--- src/rtl/riscv_pkg.sv ---
// Shared RV32I controller constants: opcode encodings and control-field encodings
// used by the main decoder, ALU decoder and immediate extender.
package riscv_pkg;

  localparam int unsigned OP_W = 7;

  localparam logic [OP_W-1:0] OP_LOAD   = 7'b0000011;
  localparam logic [OP_W-1:0] OP_STORE  = 7'b0100011;
  localparam logic [OP_W-1:0] OP_RTYPE  = 7'b0110011;
  localparam logic [OP_W-1:0] OP_BRANCH = 7'b1100011;
  localparam logic [OP_W-1:0] OP_ITYPE  = 7'b0010011;
  localparam logic [OP_W-1:0] OP_JAL    = 7'b1101111;

  typedef enum logic [1:0] {
    RES_ALU = 2'b00,
    RES_MEM = 2'b01,
    RES_PC4 = 2'b10
  } result_src_e;

  typedef enum logic [1:0] {
    IMM_I = 2'b00,
    IMM_S = 2'b01,
    IMM_B = 2'b10,
    IMM_J = 2'b11
  } imm_src_e;

  typedef enum logic [1:0] {
    ALUOP_ADD   = 2'b00,
    ALUOP_SUB   = 2'b01,
    ALUOP_FUNCT = 2'b10
  } alu_op_e;

endpackage

--- src/rtl/op_decoder.sv ---
// Main control decoder: opcode to datapath controls, plus a sticky flag that
// records any unsupported opcode seen since reset.
module op_decoder
  import riscv_pkg::*;
(
  input  logic            clk,
  input  logic            reset,
  input  logic [OP_W-1:0] op,
  output logic [1:0]      ResultSrc,
  output logic [1:0]      ImmSrc,
  output logic [1:0]      ALUOp,
  output logic            MemWrite,
  output logic            Branch,
  output logic            ALUSrc,
  output logic            RegWrite,
  output logic            Jump,
  output logic            Illegal,
  output logic            IllegalSeen
);

  logic illegal_seen_q;
  logic illegal_seen_d;

  // Zero-latency decode; unlisted opcodes leave every control at 0.
  always_comb begin
    ResultSrc = RES_ALU;
    ImmSrc    = IMM_I;
    ALUOp     = ALUOP_ADD;
    MemWrite  = 1'b0;
    Branch    = 1'b0;
    ALUSrc    = 1'b0;
    RegWrite  = 1'b0;
    Jump      = 1'b0;
    Illegal   = 1'b0;
    case (op)
      OP_LOAD: begin
        RegWrite  = 1'b1;
        ALUSrc    = 1'b1;
        ResultSrc = RES_MEM;
      end
      OP_STORE: begin
        ImmSrc   = IMM_S;
        ALUSrc   = 1'b1;
        MemWrite = 1'b1;
      end
      OP_RTYPE: begin
        RegWrite = 1'b1;
        ALUOp    = ALUOP_FUNCT;
      end
      OP_BRANCH: begin
        ImmSrc = IMM_B;
        Branch = 1'b1;
        ALUOp  = ALUOP_SUB;
      end
      OP_ITYPE: begin
        RegWrite = 1'b1;
        ALUSrc   = 1'b1;
        ALUOp    = ALUOP_FUNCT;
      end
      OP_JAL: begin
        RegWrite  = 1'b1;
        ImmSrc    = IMM_J;
        ResultSrc = RES_PC4;
        Jump      = 1'b1;
      end
      default: Illegal = 1'b1;
    endcase
  end

  always_comb begin
    illegal_seen_d = illegal_seen_q | Illegal;
  end

  // Sticky debug flag; reset wins over a simultaneous set.
  always_ff @(posedge clk) begin
    if (reset) illegal_seen_q <= 1'b0;
    else       illegal_seen_q <= illegal_seen_d;
  end

  assign IllegalSeen = illegal_seen_q;

endmodule

--- config.mk ---
export PLATFORM = sky130hd
export DESIGN_NAME = op_decoder
export DESIGN_NICKNAME = d
export VERILOG_FILES = /design/src/rtl/riscv_pkg.sv /design/src/rtl/op_decoder.sv
export SDC_FILE = /design/constraint.sdc
export NUM_CORES = 1
export LEC_CHECK = 0
export ABC_AREA = 0
export CORE_AREA = 3 3 40 42
export CTS_CLUSTER_DIAMETER = 150
export DETAILED_ROUTE_END_ITERATION = 16
export DIE_AREA = 0 0 43 45
export PLACE_DENSITY_LB_ADDON = 0.25
export SETUP_SLACK_MARGIN = 0.15
export SLEW_MARGIN = 10
export SYNTH_ARGS = -nofsm -noshare
export SYNTH_HDL_FRONTEND = slang
export SYNTH_SLANG_ARGS = --single-unit
--- constraint.sdc ---
create_clock -name clk -period 2.7 [get_ports clk]
set_input_delay 0.81 -clock clk [delete_from_list [all_inputs] [get_ports clk]]
set_output_delay 0.81 -clock clk [all_outputs]
set_load 0.03 [all_outputs]
==> results.md, run 1 <==
- Post-Syn Area per Cell: 5.96 µm²
- Antenna violations before repair: 0
- Gr ovfl total: 0
- Final Power: 72.9 µW
- Slew @ Worst Pin: 0.305 ns
- Final Non-Filler Cells: 78
- Final hold violation count: 0
- Total track usage: 6.30%
- Max cap viols: 0
- Final Skew: 0 ns
- Hold_sp: IllegalSeen
- Ant diodes: 0
- Largest area contributor in the netlist: a21oi_1
- Adder-Cell Fraction of Synth Area: 0%
- Placed insts: 75
- Later-pin clock latency in the skew report: 0 ns
- Core area: 1280 µm²
- IO Port Bufs: 21
- Post-synth top area share: 14.0%
- Avg WL per Cell: 8.74 µm
- CTS clk-pin slew, worst paths: 0 ns
- Seq/Total Area, Yosys: 11.2%
- Synthesized cell area: 179 µm²
- Post-route antenna net violation count: 0
- Max_slew headroom: 79.6%
- Setup WS post-layout: 0.129 ns
- Max Clock Freq: 389 MHz
- Ratio of total power to cell area: 130 nW/µm²
- Nets: 74
- Endpoints failing setup: 0
- RSZ-0062 raised after global routing: true
- Vias per inst: 3.99
- Share of post-route cells with drive strength above 1: 71.4%
- Post-synthesis mux area share: 0%
- Leakage power: 0.250 nW
- Vias: 311
- Final RePlAce weighted congestion: 0.694
- I/O pin count: 22
- Die height: 45 µm
- Synth Area in Simple Gates: 47.6%
- Hold Crit Class: reg2reg
- First-pass GRT wire length: 1.04 mm
- Max VDD drop: 0.0000458 V
- Asr flop ratio synth: 0%
- Num rows: 13
- Synth area leaders: a21oi_1 (14%), nor2_1 (13%), dfxtp_1 (11%)
- Die Wd: 43 µm
- Max-slew violation count: 0
- Worst Hold Path Cells: 2
- Syn Inst Count: 30
- Compound-cell area share of the yosys netlist: 24.5%
- Ys Warns: 0
- Largest family of logic cells by synthesized area: simple AND/OR/NAND/NOR gates
- Distinct cells, synth: 15
- Required time worst endpoint: 1.89 ns
- R2r worst-path depth: 2
- DIE AREA: 1940 µm²
- Max reg flops: 1
- First-pass DRT Iterations: 1
- Critical Path AT: 1.76 ns
- Post-DP HPWL: 542 µm
- WS Path Type: in2out
- Commonest cells post-synth: nor2_1 (6), a21oi_1 (5), inv_1 (4)
- EDFF count, synth: 0
- Fin util: 43.7%
- Remaining DRCs: 0
- Initial drt markers: 0
- Critical Path Start Type: input port
- Fillers: 144
- Xor/xnor share of the synthesized area: 0%
- Number of global-route vias before repair: 282
- Reg-to-reg startpoint: IllegalSeen
- Min cycle time layout: 2.57 ns
- Dpl ws: -0.552 ns
- CTS Hold Bufs: 0
- Layout area overhead: 214%
- #FFs+latches synth: 1
- Primary FF master, synth: dfxtp_1
- Period utilization: 95.2%
- CP startpoint: op[2]
- Critical path fanouts, max: 4
- Initial Util: 13.9%
- Outcome: finished clean
- Synth Net Count: 39
- Post-Route WL: 682 µm
- Crit. End Element: output pin
- Largest net degree at the start of global routing: 5
- Most frequent cell after synthesis: nor2_1
[worst max-delay path, cell delays in order]
cell and delay, ns:
buf_6 0.09, or2_4 0.24, buf_6 0.12, nor2_4 0.11, nand3_4 0.09, nor3_2 0.11
buf_4 0.18
[area by class of cell]
| class | count | area [µm²] | area share [%] |
|---|---|---|---|
| inverter | 4 | 15.0 | 2.67 |
| multi-input combinational | 23 | 201 | 35.9 |
| sequential | 1 | 20.0 | 3.56 |
| tap | 15 | 18.8 | 3.34 |
| timing repair buffer | 35 | 307 | 54.6 |
[metrics by stage]
step / setup TNS [ns] / instance area (µm²) / hold slack (ns)
finish: 0 / 562 / 0.432
global route: 0 / 562 / 0.471
CTS: 0 / 533 / 0.437
detailed placement: -3.29 / 472 / 0.438
global placement: -3.32 / 472 / 0.432
floorplan: 0 / 203 / 0.564
[what timing repair did]
action | 4_1_cts | 5_1_grt
pin swaps | 11 | 6
endpoints found under the setup margin | 12 | 12
hold endpoints to repair | 0 | 0
setup buffers | 3 | 0
gates resized for setup | 40 | 11
[cells by family (layout without fill, tap and decap cells)]
group	after synthesis	count (layout)
AOI/OAI and AO/OA	7	7
DFF	1	1
and+or+nand+nor	16	16
buffers and inverters	6	39
[final timing paths]
path | to | slack [ns]
setup reg to reg | IllegalSeen | 2.18
hold reg to reg | IllegalSeen | 0.43
hold / removal | IllegalSeen | 0.43
setup / recovery | ResultSrc[0] | 0.13
[metal layers]
layer	global-route usage (%)	share of wire, %
met1	8.57	39
met2	11.7	51
met3	0.398	10
met4	0	0
met5	0	0
[power by group]
part	total [mW]	switching, mW	internal [mW]
combinational	0.0566	0.0265	0.0301
clock	0	0	0
sequential	0.0163	0.000356	0.0160
total	0.0729	0.0268	0.0461
[cell usage in the layout (no fill, tap or decap), drive strengths merged]
cell type and instances:
buf 30, nor2 7, a21oi 5, inv 4, or2 2, nor3 2, clkdlybuf4s15 2, clkdlybuf4s50 2
nand2 2, dfxtp 1, nand3b 1, nand2b 1, nand3 1, a211oi 1, o21bai 1, clkbuf 1
Power figures use the tool's default switching activity.
==> inputs of run 2 (changes only) <==
Settings changed: ABC_CLOCK_PERIOD_IN_PS set to 2700, SKIP_CTS_REPAIR_TIMING set to 1.
==> run 2 against run 1 <==
  * First-iteration DRC count stayed put
  * Worst setup slack worse by 0.11 ns
  * Utilization is 1.4 points higher
  * Critical endpoint is now MemWrite
  * Combinational power is 0.9% higher
  * Wire length is 3.4% higher
==> results.md, run 2 (same netlist as run 1, synthesis figures left out) <==
- Max Clock Freq: 374 MHz
- Critical path fanouts, max: 4
- Clk network pwr share: 0%
- CTS clk-pin slew, worst paths: 0 ns
- Final RePlAce weighted congestion: 0.694
- Initial Util: 13.9%
- Endpoints failing setup: 0
- Required time worst endpoint: 1.89 ns
- Post-Route WL: 705 µm
- Max-slew violation count: 0
- Gr ovfl total: 0
- Number of global-route vias before repair: 270
- Total track usage: 6.14%
- Slew @ Worst Pin: 0.305 ns
- Hold Crit Class: reg2reg
- Dpl ws: -0.552 ns
- Max reg flops: 1
- Initial drt markers: 0
- Final Skew: 0 ns
- Num rows: 13
- Area after DPL: 472 µm²
- Largest net degree at the start of global routing: 5
- Die height: 45 µm
- Min cycle time layout: 2.68 ns
- RSZ-0062 raised after global routing: true
- Later-pin clock latency in the skew report: 0 ns
- Avg WL per Cell: 8.92 µm
- DIE AREA: 1940 µm²
- Final Power: 73.4 µW
- Worst Hold Path Cells: 2
- Max cap viols: 0
- Gate power share: 77.7%
- Vias: 316
- Core area: 1280 µm²
- Worst R2R Setup Slack: 2.18 ns
- Antenna violations before repair: 0
- NetSw: 26.5 µW
- Nets: 75
- Vias per inst: 4.00
- Post-DP HPWL: 542 µm
- Final Non-Filler Cells: 79
- Switching share of total power: 36.1%
- Share of post-route cells with drive strength above 1: 67.2%
- Placed insts: 75
- Crit. End Element: output pin
- Internal power: 46.9 µW
- Critical Path Start Type: input port
- Ratio of total power to cell area: 127 nW/µm²
- Setup WS post-layout: 0.0235 ns
- R2r worst-path depth: 2
- Layout area overhead: 224%
- Share of power burned in registers: 22.3%
- WS Path Type: in2out
- Max_slew headroom: 79.6%
- IO Port Bufs: 21
- Max VDD drop: 0.0000457 V
- Final hold violation count: 0
- Most common cell after layout, fill and taps aside: buf_4
- First-pass GRT wire length: 1.01 mm
- Leakage power: 0.287 nW
- Critical Path AT: 1.87 ns
- Fillers: 139
- Ant diodes: 0
- Post-route antenna net violation count: 0
- Period utilization: 99.1%
- Outcome: finished clean
- Most frequent cells in the layout: buf_4 (17), buf_6 (11), nor2_4 (4), inv_1 (4), dlymetal6s2s_1 (4)
- Remaining DRCs: 0
- Finished Cell Area: 579 µm²
- I/O pin count: 22
- First-pass DRT Iterations: 1
- Die Wd: 43 µm
- Fin util: 45.1%
## run 2: final timing paths
path / startpoint / endpoint
worst max-delay path: op[2] / MemWrite
worst min-delay path: IllegalSeen / IllegalSeen
worst max register to register: IllegalSeen / IllegalSeen
worst min register to register: IllegalSeen / IllegalSeen
## run 2: layout make-up
cell class	count	area [µm²]	share of cell area (%)
multi-input combinational	23	194	33.5
inverter	4	15.0	2.59
tap	15	18.8	3.24
timing repair buffer	36	332	57.2
sequential	1	20.0	3.46
## run 2: critical path, cell delays in order
cell and delay (ns):
buf_6 0.09, or2_4 0.24, buf_6 0.12, nor2_4 0.13, nand3_4 0.10, buf_4 0.15, nor2_4 0.08, buf_6 0.13
## run 2: power groups by stage
| stage | sequential [mW] | combinational [mW] | clock (mW) |
|---|---|---|---|
| 6_report | 0.0163 | 0.0571 | 0 |
| 5_1_grt | 0.0165 | 0.0610 | 0 |
| 4_1_cts | 0.0164 | 0.0494 | 0 |
| 3_5_place_dp | 0.0164 | 0.0492 | 0 |
| 3_3_place_gp | 0.0163 | 0.0491 | 0 |
| 2_1_floorplan | 0.0182 | 0.0156 | 0 |
## run 2: layer usage
layer / GRT usage [%] / wire length (µm)
met4: 0 / 0
met2: 11.1 / 353
met5: 0 / 0
met3: 0.797 / 72
met1: 8.33 / 279
## run 2: metrics by stage
step / TNS (ns) / hold slack [ns]
after CTS: -3.39 / 0.437
after global placement: -3.32 / 0.432
after global routing: -0.0390 / 0.471
final: 0 / 0.432
after detailed placement: -3.29 / 0.438
after floorplan: 0 / 0.564
==> inputs of run 3 (changes only) <==
--- a/config.mk
+++ b/config.mk
@@ -13,3 +13,2 @@
 export DIE_AREA = 0 0 43 45
-export PLACE_DENSITY_LB_ADDON = 0.25
 export SETUP_SLACK_MARGIN = 0.15
==> constraint.sdc (replaced) <==
create_clock -name clk -period 2.7 [get_ports clk]
set_input_delay 0.54 -clock clk [delete_from_list [all_inputs] [get_ports clk]]
set_output_delay 0.54 -clock clk [all_outputs]
set_load 0.03 [all_outputs]
==> run 3 against run 2 <==
  * Power fell by 20%
  * Critical path type unchanged
  * Die area did not move
  * Worst setup slack improved by 0.26 ns
  * Combinational power fell by 26%
  * Via count fell by 11%
  * Utilization fell by 12 points
  * Wire length fell by 21%
  * Critical endpoint is now Jump
  * Critical path depth fell by 2
  * First-iteration DRC count rose by 5
  * Clock skew did not move
==> results.md, run 3 (same netlist as run 1, synthesis figures left out) <==
- Die height: 45 µm
- First-pass DRT Iterations: 3
- Crit. End Element: output pin
- IO Port Bufs: 21
- Die Wd: 43 µm
- CTS clk-pin slew, worst paths: 0 ns
- Final Hold Slack: 0.441 ns
- Most common cell after layout, fill and taps aside: buf_4
- DIE AREA: 1940 µm²
- Largest delay share family, worst path: buffers and inverters
- RSZ-0062 raised after global routing: false
- WS Path Type: in2out
- Outcome: finished clean
- Final Skew: 0 ns
- Gr ovfl total: 0
- Period utilization: 89.3%
- Critical Path AT: 1.87 ns
- Clk network pwr share: 0%
- I/O pin count: 22
- Reg-to-reg startpoint: IllegalSeen
- Leakage power: 0.199 nW
- Layout area overhead: 136%
- Ant diodes: 0
- Internal power: 39.7 µW
- Gate power share: 72.1%
- Endpoints failing setup: 0
- Buf/Inv on CP: 3
- Critical Path Start Type: input port
- Post-Route WL: 555 µm
- Vias per inst: 3.96
- Worst-path cell chain: clkdlybuf4s50_1, nand3b_1, or2_1, buf_4, nor2_1, buf_4
- Num rows: 13
- CP most frequent cell: buf_4
- Max Clock Freq: 415 MHz
- Share of post-route cells with drive strength above 1: 41.1%
- RR Endpoint: IllegalSeen
- Fin util: 32.9%
- Avg WL per Cell: 7.82 µm
- Initial Util: 13.9%
- Slowest Stage Delay on Critical Path: 0.43 ns
- Final hold violation count: 0
- Ratio of total power to cell area: 139 nW/µm²
- Max-slew violation count: 0
- Worst Hold Path Cells: 2
- Post-DP HPWL: 506 µm
- Max cap viols: 0
- Min cycle time layout: 2.41 ns
- Critical path fanouts, max: 3
- Antenna violations before repair: 0
- First-pass GRT wire length: 910 µm
- NetSw: 19.1 µW
- Post-route antenna net violation count: 0
- Most frequent cells in the layout: buf_4 (18), clkdlybuf4s50_1 (9), nor2_1 (5), a21oi_1 (5), inv_1 (4)
- R2r worst-path depth: 2
- Total track usage: 5.56%
- Max_slew headroom: 78.7%
- Slew @ Worst Pin: 0.319 ns
- Switching share of total power: 32.4%
- Number of global-route vias before repair: 233
- Hold_sp: IllegalSeen
- Later-pin clock latency in the skew report: 0 ns
- Hold Crit Class: reg2reg
- Max VDD drop: 0.0000370 V
- Vias: 281
- Max reg flops: 1
- Core area: 1280 µm²
- Remaining DRCs: 0
- Slowest cell on the critical path: clkdlybuf4s50_1
- Required time worst endpoint: 2.16 ns
- Largest net degree at the start of global routing: 6
- Nets: 67
- Worst Hold End: IllegalSeen
- Initial drt markers: 5
- Final RePlAce weighted congestion: 0.693
- Share of power burned in registers: 27.9%
- Worst R2R Setup Slack: 2.18 ns
[run 3: cell types whose count changed in the layout (fill, tap and decap cells not counted), sizes merged]
cell           previous run  this run
buf                      28        18
clkdlybuf4s50             2         9
dlymetal6s2s              4         1
clkbuf                    2         0
[run 3: tightest hold or removal path: stages, from the launching register on]
cell and delay [ns]:
dfxtp_1 0.29, inv_1 0.05, a21oi_1 0.05
[run 3: area by class of cell]
cell class / count / area, µm²
Timing Repair Buffer: 28 / 238
Inverter: 4 / 15.0
Multi-Input combinational cell: 23 / 131
Sequential cell: 1 / 20.0
Fill cell: 142 / 862
Tap cell: 15 / 18.8
[run 3: power by group through the flow]
stage | Combinational, mW | Sequential (mW) | Clock, mW
6_report | 0.0424 | 0.0164 | 0
5_1_grt | 0.0452 | 0.0166 | 0
4_1_cts | 0.0426 | 0.0164 | 0
3_5_place_dp | 0.0424 | 0.0164 | 0
3_3_place_gp | 0.0422 | 0.0164 | 0
2_1_floorplan | 0.0142 | 0.0182 | 0
[run 3: worst max path at each step]
stage	start	endpoint	slack [ns]	cells past startpoint
floorplan	op[4]	ALUOp[0]	0.47	4
global placement	op[4]	Illegal	-0.02	6
detailed placement	op[3]	Illegal	-0.03	6
CTS	op[4]	Illegal	-0.04	6
global route	op[4]	ResultSrc[1]	0.18	6
finish	op[4]	Jump	0.29	6
[run 3: metrics by stage]
stage | worst slack (ns) | TNS, ns | total power, mW | cell area [µm²] | std cells
2_1_floorplan | 0.472 | 0 | 0.0324 | 179 | 30
3_3_place_gp | -0.0218 | -0.0218 | 0.0586 | 418 | 71
3_5_place_dp | -0.0343 | -0.0343 | 0.0588 | 418 | 71
4_1_cts | -0.0382 | -0.0382 | 0.0590 | 418 | 71
5_1_grt | 0.178 | 0 | 0.0618 | 423 | 71
6_report | 0.288 | 0 | 0.0588 | 423 | 71
[run 3: layer usage]
metal | wire, µm | share of wire, % | track usage [%] | up-vias
li1 | - | - | - | 151
met1 | 235 | 42 | 7.14 | 114
met2 | 233 | 42 | 10.2 | 16
met3 | 86 | 15 | 1.20 | 0
met4 | 0 | 0 | 0 | 0
met5 | 0 | 0 | 0 | -
